[src/rtl/mem_arb_pkg.sv]
// Shared definitions for the memory-port arbiter: arbitration mode codes and
// the port-index width helper.
package mem_arb_pkg;

   localparam int ARB_FIXED = 32'sd0;
   localparam int ARB_RR    = 32'sd1;

   // Bits needed to index n ports (never less than one).
   function automatic int clog2(input int n);
      int w;
      w = 32'sd1;
      while ((32'sd1 << w) < n) begin
         w = w + 32'sd1;
      end
      return w;
   endfunction

endpackage

[src/rtl/rr_arbiter.sv]
// Combinational one-hot arbiter. It searches from ptr upward with wrap in
// round-robin mode, and from index 0 in fixed-priority mode.
module rr_arbiter
   import mem_arb_pkg::*;
#(
   parameter int NUM_PORTS = 2,
   parameter int MODE      = ARB_RR,
   parameter int PW        = clog2(NUM_PORTS)
) (
   input  logic [NUM_PORTS-1:0] req,
   input  logic [PW-1:0]        ptr,
   output logic [NUM_PORTS-1:0] grant,
   output logic [PW-1:0]        grant_idx,
   output logic                 grant_any
);

   logic [PW-1:0] eff_ptr_s;
   logic [PW-1:0] sel_s;
   int            idx_s;

   // First requester found from the effective start point wins.
   always_comb begin
      grant     = '0;
      grant_idx = '0;
      grant_any = 1'b0;
      sel_s     = '0;
      idx_s     = 32'sd0;
      eff_ptr_s = (MODE == ARB_RR) ? ptr : '0;
      for (int k = 0; k < NUM_PORTS; k++) begin
         idx_s = int'(eff_ptr_s) + k;
         if (idx_s >= NUM_PORTS) begin
            idx_s = idx_s - NUM_PORTS;
         end else begin
            idx_s = idx_s;
         end
         sel_s = PW'(idx_s);
         if (!grant_any && req[sel_s]) begin
            grant[sel_s] = 1'b1;
            grant_idx    = sel_s;
            grant_any    = 1'b1;
         end else begin
            grant_any = grant_any;
         end
      end
   end

endmodule

[src/rtl/mem_port_arbiter.sv]
// N-port arbiter in front of the shared ideal_mem data port, with lock,
// read-return tag routing over the memory latency and saturating stall counters.
module mem_port_arbiter
   import mem_arb_pkg::*;
#(
   parameter int NUM_PORTS  = 2,
   parameter int ADDR_WIDTH = 9,
   parameter int DATA_WIDTH = 32,
   parameter int RD_LATENCY = 1,
   parameter int RR_MODE    = 1,
   parameter int CNT_WIDTH  = 16
) (
   input  logic                             riscv_cpu_clk,
   input  logic                             riscv_cpu_resetn,
   input  logic [NUM_PORTS-1:0]             req_valid,
   output logic [NUM_PORTS-1:0]             req_ready,
   input  logic [NUM_PORTS-1:0]             req_wr,
   input  logic [NUM_PORTS*ADDR_WIDTH-1:0]  req_addr,
   input  logic [NUM_PORTS*DATA_WIDTH-1:0]  req_wdata,
   input  logic [NUM_PORTS*DATA_WIDTH/8-1:0] req_wstrb,
   input  logic                             lock_en,
   input  logic [2:0]                       lock_id,
   output logic [NUM_PORTS-1:0]             rsp_valid,
   output logic [DATA_WIDTH-1:0]            rsp_rdata,
   output logic [ADDR_WIDTH-1:0]            mem_addr,
   output logic                             mem_wren,
   output logic [DATA_WIDTH/8-1:0]          mem_wstrb,
   output logic [DATA_WIDTH-1:0]            mem_wdata,
   output logic                             mem_rden,
   input  logic [DATA_WIDTH-1:0]            mem_rdata,
   output logic [NUM_PORTS*CNT_WIDTH-1:0]   stall_cnt
);

   localparam int PW = clog2(NUM_PORTS);
   localparam int SW = DATA_WIDTH / 8;

   logic [1:0]                           rst_sync_q, rst_sync_d;
   logic                                 rst_n_int_s;
   logic [NUM_PORTS-1:0]                 elig_s, grant_s, rd_accept_s;
   logic [PW-1:0]                        grant_idx_s;
   logic                                 grant_any_s;
   logic [PW-1:0]                        rr_ptr_q, rr_ptr_d;
   logic [RD_LATENCY-1:0][NUM_PORTS-1:0] tag_q, tag_d;
   logic [NUM_PORTS-1:0][CNT_WIDTH-1:0]  stall_q, stall_d;

   // Reset asserts asynchronously but leaves the block only on a clock edge.
   always_comb begin
      rst_sync_d = {rst_sync_q[0], 1'b1};
   end

   always_ff @(posedge riscv_cpu_clk or negedge riscv_cpu_resetn) begin
      if (!riscv_cpu_resetn) begin
         rst_sync_q <= 2'b00;
      end else begin
         rst_sync_q <= rst_sync_d;
      end
   end

   assign rst_n_int_s = rst_sync_q[1];

   // Grants are masked while in reset so the memory port goes quiet immediately.
   always_comb begin
      elig_s = '0;
      for (int i = 0; i < NUM_PORTS; i++) begin
         if (req_valid[i] && rst_n_int_s && (!lock_en || (lock_id == 3'(i)))) begin
            elig_s[i] = 1'b1;
         end else begin
            elig_s[i] = 1'b0;
         end
      end
   end

   rr_arbiter #(
      .NUM_PORTS (NUM_PORTS),
      .MODE      (RR_MODE),
      .PW        (PW)
   ) u_arb (
      .req       (elig_s),
      .ptr       (rr_ptr_q),
      .grant     (grant_s),
      .grant_idx (grant_idx_s),
      .grant_any (grant_any_s)
   );

   assign req_ready = grant_s;

   always_comb begin
      mem_addr    = '0;
      mem_wdata   = '0;
      mem_wstrb   = '0;
      mem_wren    = 1'b0;
      mem_rden    = 1'b0;
      rd_accept_s = '0;
      for (int i = 0; i < NUM_PORTS; i++) begin
         if (grant_s[i]) begin
            mem_addr       = req_addr[i*ADDR_WIDTH +: ADDR_WIDTH];
            mem_wdata      = req_wdata[i*DATA_WIDTH +: DATA_WIDTH];
            mem_wstrb      = req_wstrb[i*SW +: SW];
            mem_wren       = req_wr[i];
            mem_rden       = !req_wr[i];
            rd_accept_s[i] = !req_wr[i];
         end else begin
            rd_accept_s[i] = 1'b0;
         end
      end
   end

   // Pointer moves past the winner only when a transfer actually happens.
   always_comb begin
      rr_ptr_d = rr_ptr_q;
      if ((RR_MODE == ARB_RR) && grant_any_s) begin
         if (grant_idx_s == PW'(NUM_PORTS - 1)) begin
            rr_ptr_d = '0;
         end else begin
            rr_ptr_d = grant_idx_s + PW'(1);
         end
      end else begin
         rr_ptr_d = rr_ptr_q;
      end
   end

   always_comb begin
      tag_d    = '0;
      tag_d[0] = rd_accept_s;
      for (int s = 1; s < RD_LATENCY; s++) begin
         tag_d[s] = tag_q[s-1];
      end
   end

   assign rsp_valid = tag_q[RD_LATENCY-1];

   // The shared return bus only carries memory data when some port owns it.
   always_comb begin
      if (|tag_q[RD_LATENCY-1]) begin
         rsp_rdata = mem_rdata;
      end else begin
         rsp_rdata = '0;
      end
   end

   always_comb begin
      stall_d = stall_q;
      for (int i = 0; i < NUM_PORTS; i++) begin
         if (req_valid[i] && !grant_s[i] && (stall_q[i] != {CNT_WIDTH{1'b1}})) begin
            stall_d[i] = stall_q[i] + CNT_WIDTH'(1);
         end else begin
            stall_d[i] = stall_q[i];
         end
      end
   end

   assign stall_cnt = stall_q;

   // Pointer, return tags and counters all clear on reset, dropping in-flight reads.
   always_ff @(posedge riscv_cpu_clk or negedge rst_n_int_s) begin
      if (!rst_n_int_s) begin
         rr_ptr_q <= '0;
         tag_q    <= '0;
         stall_q  <= '0;
      end else begin
         rr_ptr_q <= rr_ptr_d;
         tag_q    <= tag_d;
         stall_q  <= stall_d;
      end
   end

endmodule

[config.mk]
export PLATFORM = sky130hd
export DESIGN_NAME = mem_port_arbiter
export DESIGN_NICKNAME = d
export VERILOG_FILES = /design/src/rtl/mem_arb_pkg.sv /design/src/rtl/rr_arbiter.sv /design/src/rtl/mem_port_arbiter.sv
export SDC_FILE = /design/constraint.sdc
export NUM_CORES = 1
export LEC_CHECK = 0
export BUFFER_PORTS_ARGS = -buffer_cell sky130_fd_sc_hd__buf_2
export CORE_AREA = 4 4 93 95
export DETAILED_ROUTE_END_ITERATION = 8
export DIE_AREA = 0 0 97 99
export PLACE_DENSITY = 0.73
export SLEW_MARGIN = 20
export SYNTH_ARGS = -nofsm -noshare
export SYNTH_HDL_FRONTEND = slang
export SYNTH_SLANG_ARGS = --single-unit
[constraint.sdc]
create_clock -name riscv_cpu_clk -period 6.2 [get_ports riscv_cpu_clk]
set_input_delay 0.31 -clock riscv_cpu_clk [delete_from_list [all_inputs] [get_ports riscv_cpu_clk]]
set_output_delay 0.31 -clock riscv_cpu_clk [all_outputs]
set_load 0.005 [all_outputs]
==> reports/qor.csv <==
stage,metric,value,unit
floorplanning,# rows,32,
global_route,initial antenna violation count,2,
cells_and_area,Fillers,726,
global_route,global-route wire length before repair,15900,µm
worst_setup_path,Crit Path Class,flop to output port,
power_and_ir_drop,Leakage Power,2.18,nW
worst_setup_path,crit path max-delay cell type,and2_2,
worst_setup_path,delay of the slowest critical-path stage,0.80,ns
yosys,"top cells by area, synth","dfrtp_1 36%, a22o_1 16%, nor2b_1 8.1%, xnor2_1 7.6%, nand3_1 3.5%",
floorplanning,Boundary Pins,247,
yosys,top-count cell post-synth,a22o_1,
yosys,Synth top area share,36.3,%
floorplanning,Die H,99,µm
routing,ANT nets after route,0,
yosys,"top cells by count, synth","46 x a22o_1, 37 x dfrtp_1, 33 x nor2b_1, 22 x xnor2_1",
clock_tree,cts repair resizes,0,
placement,Post-DP HPWL,8760,µm
routing,Met3 Wirelength,734,µm
worst_setup_path,RR Endpoint,stall_cnt[1],
power_and_ir_drop,power per cell area,205,nW/µm²
yosys,syn avg cell area,9.73,µm²
yosys,synthesis-stage register bit count,37,
worst_setup_path,Top delay family on crit path,simple AND/OR/NAND/NOR gates,
yosys,Netlist cell types,45,
global_route,vias in the first global route,2909,
sta,"Slew Viols, Final",0,
sta,Final setup viols,0,
worst_setup_path,critical path arrival,2.57,ns
routing,met2 wire len,5320,µm
routing,Routed WL,10600,µm
sta,Fmax achieved,347,MHz
sta,Final Cycle Share,46.5,%
sta,setup_tns,0,ns
yosys,ys flop type,dfrtp_1,
routing,routed len/inst,17.4,µm
placement,routability cong.,0.959,
sta,Worst slew margin,40.8,%
clock_tree,"Clk pin slew, worst setup/hold paths",0.08,ns
yosys,syn_nets,396,
clock_tree,"Clk Latency, worst-skew pair",0.29,ns
cells_and_area,fin util,51.2,%
clock_tree,H-tree levels,2,
yosys,"EDFF count, synth",0,
cells_and_area,Area Growth Syn to Fin,55.4,%
placement,PortBufs,246,
clock_tree,CTS sink cnt,37,
sta,Worst Tran Pin Value,0.888,ns
global_route,total track usage,20.7,%
worst_setup_path,FF-to-FF setup slack,4.02,ns
yosys,synthesized area,2550,µm²
yosys,Synth area leader,dfrtp_1,
sta,"Min Clock Period, post-route",2.88,ns
floorplanning,core area,7730,µm²
worst_setup_path,CP bufs+invs,1,
worst_setup_path,Worst EP required,5.89,ns
routing,# DRC,0,
worst_setup_path,CP cell instances,"or3b_4, o2111ai_1, and2_2, nor2b_1, or2_2, buf_2",
worst_setup_path,R2R depth,5,
routing,top routing layer used,met5,
power_and_ir_drop,VDD IR max,0.214,mV
run,Max-Cap Viols,0,
worst_setup_path,crit path launch type,flop,
yosys,sequential area share after synthesis,36.3,%
sta,clk_skew,0.00449,ns
floorplanning,Starting Density,33.0,%
cells_and_area,layout cells sized above 1,55.1,%
sta,RSZ-0062 raised after global routing,false,
clock_tree,CTS tree,yes,
clock_tree,CTS buffer count,5,
sta,Final Hold Vio Count,0,
routing,M1 WL,4200,µm
clock_tree,Clock Path Buffers,2,
routing,Vias,3027,
cells_and_area,nets@finish,636,
global_route,largest net degree at the start of global routing,49,
placement,pre-CTS setup slack,3.59,ns
sta,Fin Hold WS,0.0473,ns
yosys,cell count after synthesis,262,
routing,DRT Pass-1 Iters,4,
worst_setup_path,Worst setup EP type,output port,
hold_path,Tightest Hold Check Type,flop to asynchronous set/reset pin,
worst_setup_path,crit path max fanout,48,
routing,drt initial violations,103,
routing,Via-to-Cell Ratio,5.00,
clock_tree,CTS Root Cell,clkbuf_8,
outcome,outcome,completed,
sta,PnR worst setup slack,3.32,ns
yosys,Synth Warn #,0,
yosys,"FFs w/ async S/R, synth",100,%
floorplanning,die width,97,µm
global_route,GRT overflow,0,
floorplanning,die area,9600,µm²
clock_tree,postcts setup bufs,0,
worst register-to-register path: cells and delay by family, from the launching register on:
kind,cells,cell delay [ns]
compound gates,2,1.00
simple gates,2,0.38
flops,1,0.37
mux,1,0.33
flip-flops by register name (all words and copies together), names as in the netlist, named ones only:
register,flops
stall_cnt,32
rsp_valid,2
rst_sync_q,2
layout make-up:
type	count	area (µm²)	share of cell area, %
timing repair buffer	248	1250	31.5
clock inverter	3	46.3	1.17
clock buffer	5	68.8	1.74
multi-input combinational	203	1510	38.2
tap	102	128	3.22
inverter	7	26.3	0.664
sequential	37	926	23.4
antenna	1	2.50	0.0632
cells by family (layout without fill, tap and decap cells):
logic type / after synthesis / count (layout) / synth area share (%)
AOI/OAI and AO/OA: 60 / 60 / 20.8
other: 1 / 2 / 0.147
adders and majority gates: 2 / 2 / 0.982
DFF: 37 / 37 / 36.3
and+or+nand+nor: 109 / 109 / 25.6
buffers and inverters: 22 / 263 / 4.61
muxes: 8 / 8 / 3.68
xor gates and xnor gates: 23 / 23 / 7.90
per-layer routing:
| layer | global-route usage, % | up-vias |
|---|---|---|
| met1 | 25.3 | 1428 |
| met2 | 34.7 | 138 |
| met3 | 5.73 | 20 |
| met4 | 7.88 | 2 |
| met5 | 0 | - |
| li1 | - | 1439 |
cells in the final DEF, fill, tap and decap left out, types with 5 or more instances in the layout:
master,n
a22o_1,46
and3_1,5
buf_2,246
clkbuf_8,5
dfrtp_1,37
inv_1,6
mux2_2,6
nand2_1,18
nand3_1,18
nand4_1,9
nor2_1,7
nor2b_1,33
xnor2_1,22
through the flow:
step | cells | cell area (µm²) | total power [W]
after detailed placement | 596 | 3830 | 0.000606
final | 606 | 3960 | 0.000810
after CTS | 605 | 3950 | 0.000820
after floorplan | 262 | 2550 | 0.000468
after global placement | 596 | 3830 | 0.000597
after global routing | 606 | 3960 | 0.000869
report_power, final:
group          internal (W)  switching, W  total, W
sequential         0.000284     0.0000563  0.000341
combinational      0.000143      0.000116  0.000259
clock              0.000120     0.0000907  0.000211
worst max path at each step:
stage	cells past startpoint	to	slack [ns]	startpoint
6_report	6	mem_rden	3.32	flop
5_1_grt	6	mem_rden	3.19	flop
2_1_floorplan	5	mem_wdata[10]	3.58	rst_sync_q[1]
4_1_cts	6	mem_rden	3.31	flop
3_5_place_dp	7	mem_rden	3.59	lock_en
3_3_place_gp	7	mem_rden	3.64	lock_en
timing repair:
action | in CTS | in global routing
endpoints found under the setup margin | 0 | 0
hold buffers | 1 | 0
endpoints found under the hold margin | 2 | 0
(Power assumes the default switching activity.)
